===== config.mk =====
export PLATFORM = sky130hd
export DESIGN_NAME = mvu_job_dispatcher
export DESIGN_NICKNAME = d
export VERILOG_FILES = /design/src/rtl/mvu_job_dispatcher.sv
export SDC_FILE = /design/constraint.sdc
export NUM_CORES = 1
export LEC_CHECK = 0
export ABC_AREA = 1
export CAP_MARGIN = 20
export CELL_PAD_IN_SITES_DETAIL_PLACEMENT = 1
export CELL_PAD_IN_SITES_GLOBAL_PLACEMENT = 1
export CORE_MARGIN = 4
export CORE_UTILIZATION = 38
export CTS_CLUSTER_DIAMETER = 30
export CTS_CLUSTER_SIZE = 20
export DETAILED_ROUTE_END_ITERATION = 8
export GPL_ROUTABILITY_DRIVEN = 0
export PLACE_DENSITY = 0.91
export SLEW_MARGIN = 20
export SYNTH_ARGS = -nofsm -noshare
export SYNTH_HDL_FRONTEND = slang
export SYNTH_SLANG_ARGS = --single-unit

===== constraint.sdc =====
create_clock -name clk -period 3.8 [get_ports clk]
set_clock_uncertainty 0.15 [all_clocks]
set_input_delay 0.38 -clock clk [delete_from_list [all_inputs] [get_ports clk]]
set_output_delay 0.38 -clock clk [all_outputs]
set_load 0.05 [all_outputs]

===== src/rtl/mvu_job_dispatcher.sv =====
// mvu_job_dispatcher: per-hart MVU job queue, round-robin issue, completion irq back to the CSR file.
// Optional RUN watchdog enabled by defining MVU_DISPATCH_TIMEOUT_EN.
package pito_pkg;
    localparam int HART_CNT_WIDTH = 3;
endpackage

module mvu_job_dispatcher #(
    parameter int NUM_HARTS      = 8,
    parameter int HART_W         = pito_pkg::HART_CNT_WIDTH,
    parameter int TIMEOUT_CYCLES = 65535
) (
    input  logic                      clk,
    input  logic                      rst_n,
    input  logic [NUM_HARTS-1:0]      mvu_start,
    input  logic [29*NUM_HARTS-1:0]   csr_mvu_countdown,
    output logic                      job_valid_o,
    input  logic                      job_ready_i,
    output logic [HART_W-1:0]         job_hart_o,
    output logic [28:0]               job_countdown_o,
    input  logic                      mvu_done_i,
    input  logic [HART_W-1:0]         mvu_done_hart_i,
    output logic [NUM_HARTS-1:0]      mvu_irq,
    output logic [NUM_HARTS-1:0]      hart_busy_o,
    output logic [NUM_HARTS-1:0]      start_drop_o,
    output logic                      mvu_busy_o,
    output logic                      timeout_o
);
    typedef enum logic [1:0] {IDLE, ISSUE, RUN} state_t;
    state_t state, state_nxt;
    logic [NUM_HARTS-1:0] pending, pending_nxt, active, busy, busy_nxt, start_ok, irq_nxt, cur_oh;
    logic [28:0] snap [NUM_HARTS];
    logic [28:0] cd_nxt;
    logic [HART_W-1:0] cur_hart, cur_nxt, last_grant, last_nxt, pick;
    logic valid_nxt, done_match, handshake, expire, finish, found;

    assign cur_oh     = NUM_HARTS'(1) << cur_hart;
    assign done_match = state == RUN && mvu_done_i && mvu_done_hart_i == cur_hart;
    assign handshake  = state == ISSUE && job_ready_i;
    assign finish     = done_match | expire;
    // a finishing job frees its hart so a same-cycle start is accepted
    assign active     = (state != IDLE && !finish) ? cur_oh : '0;
    assign busy       = pending | active;
    assign start_ok   = mvu_start & ~busy;
    assign job_hart_o = cur_hart;

    always_comb begin
        state_nxt   = state;
        cur_nxt     = cur_hart;
        last_nxt    = last_grant;
        valid_nxt   = job_valid_o;
        cd_nxt      = job_countdown_o;
        irq_nxt     = '0;
        pending_nxt = pending | start_ok;
        found       = 1'b0;
        pick        = last_grant;
        for (int i = 1; i <= NUM_HARTS; i++) begin
            if (!found && pending[(int'(last_grant) + i) % NUM_HARTS]) begin
                found = 1'b1;
                pick  = HART_W'((int'(last_grant) + i) % NUM_HARTS);
            end
        end
        if (state == IDLE && found) begin
            state_nxt = ISSUE;
            cur_nxt   = pick;
            last_nxt  = pick;
            valid_nxt = 1'b1;
            cd_nxt    = snap[pick];
        end
        if (handshake) begin
            state_nxt             = RUN;
            valid_nxt             = 1'b0;
            pending_nxt[cur_hart] = 1'b0;
        end
        if (finish) begin
            state_nxt = IDLE;
            irq_nxt   = cur_oh;
        end
        busy_nxt = pending_nxt | ((state_nxt != IDLE) ? (NUM_HARTS'(1) << cur_nxt) : '0);
    end

    always_ff @(posedge clk or negedge rst_n) begin
        if (!rst_n) begin
            state           <= IDLE;
            pending         <= '0;
            cur_hart        <= '0;
            last_grant      <= HART_W'(NUM_HARTS - 1);
            job_valid_o     <= 1'b0;
            job_countdown_o <= '0;
            mvu_irq         <= '0;
            hart_busy_o     <= '0;
            start_drop_o    <= '0;
            mvu_busy_o      <= 1'b0;
            for (int h = 0; h < NUM_HARTS; h++) snap[h] <= '0;
        end else begin
            state           <= state_nxt;
            pending         <= pending_nxt;
            cur_hart        <= cur_nxt;
            last_grant      <= last_nxt;
            job_valid_o     <= valid_nxt;
            job_countdown_o <= cd_nxt;
            mvu_irq         <= irq_nxt;
            hart_busy_o     <= busy_nxt;
            start_drop_o    <= mvu_start & busy;
            mvu_busy_o      <= state_nxt != IDLE;
            for (int h = 0; h < NUM_HARTS; h++)
                if (start_ok[h]) snap[h] <= csr_mvu_countdown[h*29 +: 29];
        end
    end

`ifdef MVU_DISPATCH_TIMEOUT_EN
    logic [31:0] run_cnt;
    assign expire = state == RUN && !done_match && run_cnt == 32'(TIMEOUT_CYCLES - 1);
    always_ff @(posedge clk or negedge rst_n) begin
        if (!rst_n) begin
            run_cnt   <= '0;
            timeout_o <= 1'b0;
        end else begin
            run_cnt   <= (state == RUN) ? run_cnt + 32'd1 : '0;
            timeout_o <= timeout_o | expire;
        end
    end
`else
    logic unused_timeout;
    assign unused_timeout = ^32'(TIMEOUT_CYCLES);
    assign expire         = 1'b0;
    assign timeout_o      = 1'b0;
`endif
endmodule


# Word level (Yosys, flattened, before mapping)
# Cells that the tools add are included.
# totals
reg_bits,303
# classes
magnitude_cmp,11
n_shift,2
n_eq_ne,3
n_reduce_logical,33
mux,55
n_addsub,8
bitwise,17
# op_table
cell,count
29-bit binary-select mux with 3-bit select,1
29-bit 2-to-1 mux,2
4-bit by 5-bit less-than comparator with 1-bit output (second input constant),8
8-bit 2-to-1 mux,4
1-bit 2-to-1 mux,27
3-bit 2-to-1 mux,9
8-bit bitwise AND,3
1-bit binary-select mux with 3-bit select,8
8-bit bitwise OR,3
3-bit OR reduction,8
8-bit NOT,2
1-bit by 3-bit << shifter with 8-bit output (first input constant),2
1-bit logical AND,13
3-bit adder (second input constant),4
1-bit bitwise AND (first input constant),8
1-bit zero test,8
3-bit by 1-bit adder with 3-bit output (second input constant),2
3-bit by 2-bit adder with 3-bit output (second input constant),2
2-bit 2-to-1 mux,3
2-bit nonzero test,3
4-bit greater-or-equal comparator (second input constant),1
3-bit by 4-bit less-than comparator with 1-bit output (second input constant),1
3-bit NOT with 4-bit output,1
1-bit demux with 3-bit select,1
5 further kinds,5

# Logic depth before layout (Yosys ltp)
# logic_depth
depth_word,35
depth_mapped,25

# Worst setup path before layout
# No wires, ideal clock.
# synth_timing
path_type,register to register
from,register last_grant[1]
to,register job_countdown_o[23]
slack_ns,0.538
period_less_slack_ns,3.262
arrival_time_ns,2.994
stages_incl_launch_ff,23
setup_time_ns,0.118
path_cell_list,dfstp_2 -> buf_4 -> clkinv_1 -> ha_1 -> buf_2 -> inv_1 -> nand3_1 -> nand3_2 -> nand2_2 -> nor2_4 -> nand3_2 -> nor2_4 -> nand2_1 -> nand3_1 -> nand3_1 -> nand2_1 -> buf_2 -> buf_2 -> nand2_1 -> nand3_1 -> nand2_1 -> nand2_1 -> nand2_1
# synth_via
elab_chain_len,30
elab_cells_between_ends,67
cone_classes,8 x add/sub; 43 x mux; 1 x bitwise; 15 x reduce/logical
# synth_rtl
item,line,source
start: declaration,33,"logic [HART_W-1:0] cur_hart, cur_nxt, last_grant, last_nxt, pick;"
start signal: assignment,86,last_grant <= HART_W'(NUM_HARTS - 1);
start signal: assignment,98,last_grant <= last_nxt;
3-bit by 1-bit adder with 3-bit output,"57, 59",
1-bit binary-select mux with 3-bit select,57,if (!found && pending[(int'(last_grant) + i) % NUM_HARTS]) begin
1-bit 2-to-1 mux (implied by the code) (2 in series),57,
1-bit 2-to-1 mux,57,
1-bit zero test,57,
1-bit logical AND,57,
1-bit 2-to-1 mux,57,
1-bit zero test,57,
(+12 left out),n/a,
1-bit logical AND,57,
1-bit 2-to-1 mux,57,
1-bit zero test,57,
1-bit logical AND,57,
3-bit 2-to-1 mux,57,
3-bit NOT with 4-bit output (implied by the code),67,cd_nxt = snap[pick];
29-bit binary-select mux with 3-bit select,67,
29-bit 2-to-1 mux (implied by the code) (2 in series),67,
end signal: assignment,100,job_countdown_o <= cd_nxt;
end: declaration,19,"output logic [28:0] job_countdown_o,"
# Parallel ways exist; a longest one is shown, timed or not. The select of a mux whose other input is x is not followed.
# A chain may end at the register's enable or synchronous reset.

# Worst setup path after layout
# layout_timing
from,register last_grant[0]
to,register job_countdown_o[22]
# The elaborated chain is that of the path after synthesis.

==> impl_summary.txt <==
----------------------------------------------------
[CTS]
  Number of buffers on the longest clock path ... 3
  Total number of H-tree levels ... 3
  Clock root buffer ... clkbuf_16
  Total number of clock tree sinks ... 303
  TritonCTS clock tree ... yes
  Number of CTS-inserted buffers ... 72
  Clock latency on the worst-skew pair ... 0.56 ns
  Worst-path clk slew ... 0.05 ns

[Setup path]
  Cells on worst reg2reg path ... 22
  Critical Setup Path Class ... reg2reg
  Worst path cell trace ... inv_2 -> ha_4 -> inv_2 -> nand3_1 -> nand3_2 -> nand2_2 -> inv_2 -> nand3_1 -> nor2_4 -> nand3_1 -> nand2_1 -> nand2_4 -> nand2_8 -> buf_4 -> clkbuf_16 -> nand2_1 -> nand2_1 -> nand2_1 -> nand3_1 -> nand2_1 -> nand2_1 -> nand2_1
  Delay of the slowest cell on the worst path ... 0.54 ns
  Library cell appearing most often on the critical path ... nand2_1
  Critical path fanouts, max ... 16
  Slowest stage cell, crit path ... dfstp_2
  Reg-to-reg startpoint ... last_grant[0]$_DFFE_PN1N_
  Data required time at the worst endpoint ... 4.10 ns
  Worst setup SP type ... flop
  Endpoint of the most critical register-to-register path ... job_countdown_o[22]$_DFFE_PN0N_
  Arrival time worst endpoint ... 4.02 ns
  Worst-case register-to-register setup slack ... 0.08 ns
  Critical Path Sink Type ... flop

[Timing]
  Max frequency ... 0.2686 GHz
  Pins Over Slew Limit ... 0
  Count of final hold-check violations ... 0
  Sum of negative setup slack ... 0 ns
  Final cycle utilization of the critical path ... 97.96%
  Slew at the pin closest to its max-slew limit ... 0.7742 ns
  Worst max-slew margin expressed relative to the limit ... 48.39%
  Worst hold slack across all endpoints ... 0.2557 ns
  Smallest setup slack after layout ... 0.07736 ns
  Post-layout min period ... 3.723 ns
  Final Setup Violations ... 0

[Place]
  Post-placement cell area ... 0.01864 sq mm
  Final HPWL from detailed placement ... 43270 microns
  Post-placement cell count ... 2660
  Worst slack at placement ... -0.004750 ns
  Quantity of I/O buffers inserted on ports ... 304

[Logic synthesis]
  Combined area of all synthesized cells ... 0.01493 sq mm
  Share of synthesized registers carrying an async set or reset ... 100.0%
  Leading cell type by number of instances after synthesis ... nand2_1
  Largest area contributor in the synthesized netlist ... dfrtp_1
  Dominant cells by area after synthesis ... dfrtp_1 50%, nand2_1 15%, nand3_1 6.8%
  Distinct cell type count after synthesis ... 36
  Post-synthesis average cell area ... 7.833 sq um
  Commonest register cell after synthesis ... dfrtp_1
  Share of Yosys cell area claimed by the top area cell type ... 50.28%
  Cell count after synthesis ... 1906
  Register bit total from synthesis ... 303
  Share of synthesized area occupied by flip-flops and latches ... 50.81%
  Syn Nets ... 2155
  Most frequent cells after synthesis ... 589 x nand2_1, 300 x dfrtp_1, 216 x inv_1
  Number of enable-type register cells in the synthesized netlist ... 0
  Synthesis Warnings ... 0

[Drt]
  DRT Wirelength ... 64900 microns
  Pre-Repair DR Iteration Count ... 5
  Routed length per placed instance ... 23.20 microns
  Post-detailed-route via-to-cell ratio ... 5.445
  DRC errors left ... 0
  ANT nets after route ... 0
  Routed via count ... 15230
  Drt initial violations ... 1273

[Global routing]
  Overflow left after global routing ... 0
  Overall fraction of global-route tracks in use ... 29.42%
  Antenna violations before repair ... 3
  Pin count of the biggest net entering global routing ... 100
  Global-route wire length before repair ... 96820 microns
  Vias in the first global route ... 16560

[Finish]
  Antenna diode count ... 0
  Final cell count without fillers ... 2798
  Ratio of cells with drive above 1 in the final layout ... 11.10%
  Total of fill cells in the finished design ... 4527
  Area grow syn2layout ... 43.01%
  Core Util, Final ... 55.12%
  Total number of nets in the final design ... 2474
  Post-route cell area ... 0.02135 sq mm

[Flow run]
  Max capacitance violation total ... 0

[Die]
  Count of boundary I/O pins ... 306
  Vertical extent of the die ... 206.2 microns
  Area enclosed by the die boundary ... 0.04252 sq mm
  DIE WIDTH ... 206.2 microns
  Initial core utilization ... 38.54%
  Floorplan row count ... 72
  Std-Cell Core Area ... 0.03874 sq mm

[Power]
  Overall power after layout ... 10.79 mW
  Power per cell area ... 505.3 mW/mm^2
  Worst vdd ir ... 0.3257 mV
  Leakage power summed over all cells ... 10.81 nW

[Worst hold path]
  Number of cells on the worst hold path ... 3
  Hold Startpoint ... csr_mvu_countdown[171]
  Hold-critical path endpoint ... snap[84]$_DFFE_PN0P_
  Class of the worst hold path ... in2reg

[Status]
  Status ... complete, no violations

----------------------------------------------------
[flip-flops by register name, indices dropped and copies added, names as in the netlist]
register	flops
hart_busy_o	8
job_valid_o	1
job_hart_o	3
last_grant	3
start_drop_o	8
job_countdown_o	29
state	2
pending	8
mvu_busy_o	1
mvu_irq	8
snap	232
[cells by family (layout without fill, tap and decap cells)]
group                    count (synthesis)  in the layout  synth area share [%]
AND/OR/NAND/NOR                        990            990                 28.01
buffers and inverters                  333            707                 9.244
flip-flops                             303            303                 50.81
AO/OA/AOI/OAI                          226            226                 8.012
multiplexers                            44             44                 3.319
XOR/XNOR                                 7              7                0.4107
adder cells (fa/ha/maj)                  2              2                0.1676
other                                    1              1               0.02512
[cells in the final DEF, fill, tap and decap left out, drive strengths merged, types with 9 or more instances in the layout]
| cell | count |
|---|---|
| inv | 232 |
| buf | 47 |
| mux2 | 44 |
| bufinv | 9 |
| clkbuf | 91 |
| clkdlybuf4s50 | 303 |
| nor3 | 10 |
| a21oi | 132 |
| nand2 | 594 |
| nor2 | 140 |
| nand3b | 31 |
| dfrtp | 300 |
| nand3 | 207 |
| clkinv | 17 |
| o21ai | 68 |
[layout make-up]
type                       count  area (sq um)  share of cell area, %
sequential                   303          7586                  35.53
multi-input combinational   1270          6070                  28.43
timing repair buffer         354          3724                  17.44
clock buffer                  88          1973                  9.242
inverter                     224         845.8                  3.962
tap                          518         648.1                  3.036
clock inverter                41         504.2                  2.362
[layer usage]
metal  GRT usage (%)  vias to the layer above  wire length (microns)
li1                -                     6669                      -
met1           35.33                     7575                  24840
met2           50.02                      765                  31520
met3           7.265                      219                   5261
met4           13.28                        6                   3235
met5               0                        -                     50
[power by group]
| part | internal (mW) | switching [mW] | leakage, nW | total [mW] |
|---|---|---|---|---|
| clock | 4.31 | 2.02 | 1.20 | 6.32 |
| combinational | 0.415 | 0.520 | 6.27 | 0.935 |
| sequential | 3.45 | 0.0810 | 3.33 | 3.53 |
[repair_timing]
| item | in CTS | in global routing |
|---|---|---|
| hold buffers | 1 | 0 |
| pin swaps | 0 | 3 |
| buffers inserted | 0 | 5 |
| endpoints found under the hold margin | 95 | 0 |
| endpoints found under the setup margin | 16 | 39 |
| cloned | 0 | 3 |
| resized for setup | 2 | 24 |
[critical path: cells and delay by family, from the launching register on]
kind | cells | cell delay, ns
and+or+nand+nor | 16 | 1.91
buffers and inverters | 5 | 0.69
DFF | 1 | 0.54
adders and majority gates | 1 | 0.30
[worst max-delay path by stage]
stage | startpoint | end | slack, ns
floorplan | last_grant[1]$_DFFE_PN1N_ | job_countdown_o[23]$_DFFE_PN0N_ | 0.54
global placement | last_grant[0]$_DFFE_PN1N_ | job_countdown_o[0]$_DFFE_PN0N_ | 0.31
detailed placement | last_grant[0]$_DFFE_PN1N_ | job_countdown_o[14]$_DFFE_PN0N_ | -0.005
CTS | last_grant[0]$_DFFE_PN1N_ | job_countdown_o[14]$_DFFE_PN0N_ | 0.02
global route | last_grant[1]$_DFFE_PN1N_ | job_countdown_o[22]$_DFFE_PN0N_ | -0.06
finish | last_grant[0]$_DFFE_PN1N_ | job_countdown_o[22]$_DFFE_PN0N_ | 0.08
Power figures use the tool's default switching activity.
